`src/rtl/multicycle_ctrl_fsm.sv`:
```
// Main control unit for the RV32I multicycle core.
// Moore sequencer for the shared-ALU datapath, plus the ALU decoder and the
// immediate-format decoder. Only ir_write/pc_write in FETCH and pc_write in
// BEQ look at live inputs (mem_ready, zero); everything else is a pure
// function of the state register.
module multicycle_ctrl_fsm #(
  parameter logic [3:0] RESET_STATE = 4'd0
) (
  input  logic       clk,
  input  logic       reset,
  input  logic [6:0] op,
  input  logic [2:0] funct3,
  input  logic       funct7b5,
  input  logic       zero,
  input  logic       mem_ready,
  output logic       pc_write,
  output logic       adr_src,
  output logic       mem_write,
  output logic       ir_write,
  output logic [1:0] result_src,
  output logic [1:0] alu_src_a,
  output logic [1:0] alu_src_b,
  output logic [2:0] alu_control,
  output logic [1:0] imm_src,
  output logic       reg_write,
  output logic       illegal,
  output logic [3:0] state
);

  typedef enum logic [3:0] {
    FETCH    = 4'd0,
    DECODE   = 4'd1,
    MEMADR   = 4'd2,
    MEMREAD  = 4'd3,
    MEMWB    = 4'd4,
    MEMWRITE = 4'd5,
    EXECR    = 4'd6,
    ALUWB    = 4'd7,
    EXECI    = 4'd8,
    JAL      = 4'd9,
    BEQ      = 4'd10,
    TRAP     = 4'd11
  } state_t;

  // Internal ALU operation class handed to the ALU decoder.
  localparam logic [1:0] ALUOP_ADD   = 2'b00;
  localparam logic [1:0] ALUOP_SUB   = 2'b01;
  localparam logic [1:0] ALUOP_FUNCT = 2'b10;

  state_t     st;
  logic [1:0] alu_op;
  logic       pcw, irw, mw, rw;

  assign state = st;

  // State register and next-state sequencing; unused codes fall back to FETCH.
  always_ff @(posedge clk or posedge reset) begin
    if (reset) begin
      st <= state_t'(RESET_STATE);
    end else begin
      case (st)
        FETCH:    if (mem_ready) st <= DECODE;
        DECODE: begin
          case (op)
            7'b0000011, 7'b0100011: st <= MEMADR;
            7'b0110011:             st <= EXECR;
            7'b0010011:             st <= EXECI;
            7'b1101111:             st <= JAL;
            7'b1100011:             st <= BEQ;
            default:                st <= TRAP;
          endcase
        end
        MEMADR:   st <= op[5] ? MEMWRITE : MEMREAD;
        MEMREAD:  if (mem_ready) st <= MEMWB;
        MEMWB:    st <= FETCH;
        MEMWRITE: if (mem_ready) st <= FETCH;
        EXECR:    st <= ALUWB;
        EXECI:    st <= ALUWB;
        ALUWB:    st <= FETCH;
        JAL:      st <= ALUWB;
        BEQ:      st <= FETCH;
        TRAP:     st <= TRAP;
        default:  st <= FETCH;
      endcase
    end
  end

  // Per-state datapath controls; enables are forced low while reset is held
  // so an in-flight write strobe drops without waiting for a clock.
  always_comb begin
    pcw        = 1'b0;
    irw        = 1'b0;
    mw         = 1'b0;
    rw         = 1'b0;
    adr_src    = 1'b0;
    result_src = 2'b00;
    alu_src_a  = 2'b00;
    alu_src_b  = 2'b00;
    alu_op     = ALUOP_ADD;
    illegal    = 1'b0;
    case (st)
      FETCH: begin
        alu_src_b  = 2'b10;
        result_src = 2'b10;
        irw        = mem_ready;
        pcw        = mem_ready;
      end
      DECODE: begin
        alu_src_a = 2'b01;
        alu_src_b = 2'b01;
      end
      MEMADR: begin
        alu_src_a = 2'b10;
        alu_src_b = 2'b01;
      end
      MEMREAD:  adr_src = 1'b1;
      MEMWB: begin
        result_src = 2'b01;
        rw         = 1'b1;
      end
      MEMWRITE: begin
        adr_src = 1'b1;
        mw      = 1'b1;
      end
      EXECR: begin
        alu_src_a = 2'b10;
        alu_op    = ALUOP_FUNCT;
      end
      EXECI: begin
        alu_src_a = 2'b10;
        alu_src_b = 2'b01;
        alu_op    = ALUOP_FUNCT;
      end
      ALUWB:    rw = 1'b1;
      JAL: begin
        alu_src_a = 2'b01;
        alu_src_b = 2'b10;
        pcw       = 1'b1;
      end
      BEQ: begin
        alu_src_a = 2'b10;
        alu_op    = ALUOP_SUB;
        pcw       = zero;
      end
      TRAP:     illegal = 1'b1;
      default: ;
    endcase
    pc_write  = pcw & ~reset;
    ir_write  = irw & ~reset;
    mem_write = mw  & ~reset;
    reg_write = rw  & ~reset;
  end

  // ALU decoder: funct3 selects the op; sub only for R-type with funct7b5.
  always_comb begin
    alu_control = 3'b000;
    case (alu_op)
      ALUOP_SUB: alu_control = 3'b001;
      ALUOP_FUNCT: begin
        case (funct3)
          3'b000:  alu_control = (op[5] & funct7b5) ? 3'b001 : 3'b000;
          3'b010:  alu_control = 3'b101;
          3'b110:  alu_control = 3'b011;
          3'b111:  alu_control = 3'b010;
          default: alu_control = 3'b000;
        endcase
      end
      default: alu_control = 3'b000;
    endcase
  end

  // Immediate format from opcode; held at 00 in the unused state codes.
  always_comb begin
    imm_src = 2'b00;
    if (st <= TRAP) begin
      case (op)
        7'b0100011: imm_src = 2'b01;
        7'b1100011: imm_src = 2'b10;
        7'b1101111: imm_src = 2'b11;
        default:    imm_src = 2'b00;
      endcase
    end
  end

endmodule

```
`config.mk`:
```
export PLATFORM = sky130hd
export DESIGN_NAME = multicycle_ctrl_fsm
export DESIGN_NICKNAME = d
export VERILOG_FILES = /design/src/rtl/multicycle_ctrl_fsm.sv
export SDC_FILE = /design/constraint.sdc
export NUM_CORES = 1
export LEC_CHECK = 0
export CORE_MARGIN = 2
export CORE_UTILIZATION = 38
export DETAILED_ROUTE_END_ITERATION = 8
export PLACE_DENSITY = 0.88
export SLEW_MARGIN = 10
export SYNTH_ARGS = -nofsm -noshare
export SYNTH_HDL_FRONTEND = slang
export SYNTH_SLANG_ARGS = --single-unit
export TNS_END_PERCENT = 20
```
`constraint.sdc`:
```
create_clock -name clk -period 2.8 [get_ports clk]
set_input_delay 0.56 -clock clk [delete_from_list [all_inputs] [get_ports clk]]
set_output_delay 0.56 -clock clk [all_outputs]
set_load 0.05 [all_outputs]
```
==> results.toml <==
[logic_synthesis]
synth-main-ff-cell = "dfrtp_1"
synth_area_leaders = "dfrtp_1, nor3_1, a21oi_1"
synth_cell_types = 37
ys_async_sr_fraction_pct = 100
synth_edf_count = 0
avgSynthCellArea_um2 = 6.80
synth_top_cell_by_area = "dfrtp_1"
ys_ff_latch = 4
yosysWarnings = 0
ys_seq_area_share_pct = 15.3
syn-cell-area_um2 = 653
netlist.area_leader.share_pct = 15.3
yosys-top-cells-count = "nand2_1, nor3_1, a21oi_1, nor2_1"
syn_inst = 96
syn_nets = 113

[layout]
multi_input_area_um2 = 499
area_growth_pct = 77.2
diodes = 0
final_core_util_pct = 74.2
fin_nets = 153
largest_reg_flops = 4
n_fill_cell = 117
final_layout_size_suffix_gt1_share_pct = 22.4
area.sequential_um2 = 101

[power]
cellPowerDensity_nw_per_um2 = 1080
power_frac_seq_pct = 12.1
ir_drop_uv = 969
switching_power_uw = 733
p_comb_share_pct = 81.9
p_int_uw = 521
p_leak_nw = 0.480
sw_frac_of_total_pct = 58.4
clockPowerShare_pct = 6.0

[routing]
vias_per_cell = 5.89
drcViolationCount = 0
finalWirelength_um = 2160
vias = 883
drtIter0Drc = 19
wl_per_cell_um = 14.4
first_pass_iters = 4
drtAntennaViolNets = 0

[sta]
period_share_pct = 95.6
setup_slack_ps = 122
final.setup.tns_ps = 0
drv_slew = 0
fin_skew_ps = 11.6
setup_viol = 0
slew_headroom_pct = 64.4
max_freq_ghz = 0.373
hold_ws_ps = 605
rsz0062_at_grt = "false"
period_minus_slack_ps = 2680
hold_viol_final = 0
worst_pin_slew_ps = 532

[global_route]
track_usage_pct = 21.7
antenna_found_initial = 0
grt_max_degree = 20
grt-ovfl-total = 0
grt_pass1_vias = 800
grt_pass1_wl_um = 3270

[floorplanning]
start_util_pct = 41.9
die_area_um2 = 2070
fp.dieW_um = 45.5
die_y_um = 45.5
core-area_um2 = 1560
io_pins = 36
rows = 14

[worst_setup_path]
cp-end-kind = "primary output"
cp_max_fo = 7
worstPathRequired_ps = 2240
cp-start-kind = "flop"
cp_data_arrival_time_ps = 2120
critPathKind = "flop to primary output"

[clock_tree]
cts_tree = "built"
htreeDepth = 1
cts-root-buf = "clkbuf_4"
clk_pin_slew_ps = 40
clk_latency_ps = 250
cts_hold_buffers = 0
cts.sinks = 4
clock_path_buffers = 2
cts_inserted_buffers = 3

[flow_run]
cap_violations = 0

[place]
place_ws_ps = 186
port_buffers = 35
gp_congestion = 0.793
dp_hpwl_um = 1610

[min_path]
hold_class = "primary input to async pin"

[outcome]
status = "finished clean"
routing by layer:
layer,global-route usage (%),up-vias,routed length [um]
met2,39.4,46,1130
li1,-,420,-
met3,5.16,7,170
met1,22.5,410,804
met5,0,-,0
met4,11.8,0,51
layout by cell type (no fill, tap or decap), drive strengths merged, types with 2 or more instances in the layout:
cell type	Yosys	layout
dfrtp	4	4
nand2	9	9
nand2b	5	5
nor2b	2	2
nor4	3	3
and3	4	4
ha	2	2
nand3	2	2
o21bai	2	2
nor2	8	8
nor3b	2	2
a21oi	9	9
inv	7	7
clkdlybuf4s50	0	24
xor2	4	4
nor3	9	9
buf	7	18
nand4	2	2
clkbuf	0	3
worst max-delay path, stage by stage (launching register included):
cell     delay (ps)
dfrtp_1         410
inv_2           100
or3_1           370
a21oi_2         190
ha_1            280
nor3b_1         160
and3_1          220
buf_12          140
final cells by class:
type | count | share of cell area (%)
multi-input combinational | 78 | 43.1
timing repair buffer | 42 | 42.2
sequential | 4 | 8.76
inverter | 7 | 2.27
clock buffer | 3 | 1.95
tap | 16 | 1.73
metrics by stage:
stage | cells | instance area [um^2] | power (mW)
after CTS | 146 | 1120 | 1.20
after global placement | 143 | 1100 | 1.10
final | 150 | 1160 | 1.25
after detailed placement | 143 | 1100 | 1.13
after global routing | 150 | 1160 | 1.32
after floorplan | 96 | 658 | 0.835
repair_timing:
| action | in CTS | in global routing |
|---|---|---|
| buffers inserted | 0 | 4 |
| resized for setup | 0 | 2 |
| endpoints found under the setup margin | 0 | 3 |
cell families (layout without fill, tap and decap cells):
family | after synthesis | in the layout | share of synthesized area, %
xor+xnor | 4 | 4 | 5.36
compound gates | 20 | 20 | 20.5
flops | 4 | 4 | 15.3
simple gates | 52 | 52 | 45.2
fa+ha+maj | 2 | 2 | 3.83
buf+inv | 14 | 52 | 9.77
power groups by stage:
stage	Sequential (mW)	Clock [mW]	Combinational, mW
floorplan	0.194	0	0.641
global placement	0.160	0	0.942
detailed placement	0.162	0	0.963
CTS	0.162	0.0758	0.966
global route	0.157	0.0826	1.08
finish	0.151	0.0758	1.03
worst paths after layout:
path	from	endpoint	slack, ps	cells after the start
min reg2reg	state[3]$_DFFE_PP0P_	state[2]$_DFFE_PP0P_	730	3
min in group clk	state[3]$_DFFE_PP0P_	state[2]$_DFFE_PP0P_	730	3
max in group asynchronous	reset	state[2]$_DFFE_PP0P_	2010	2
max	state[3]$_DFFE_PP0P_	alu_control[2]	120	7
min	reset	state[0]$_DFFE_PP0P_	600	2
max reg2reg	state[0]$_DFFE_PP0P_	state[1]$_DFFE_PP0P_	1200	5
Power figures use the tool's default switching activity.
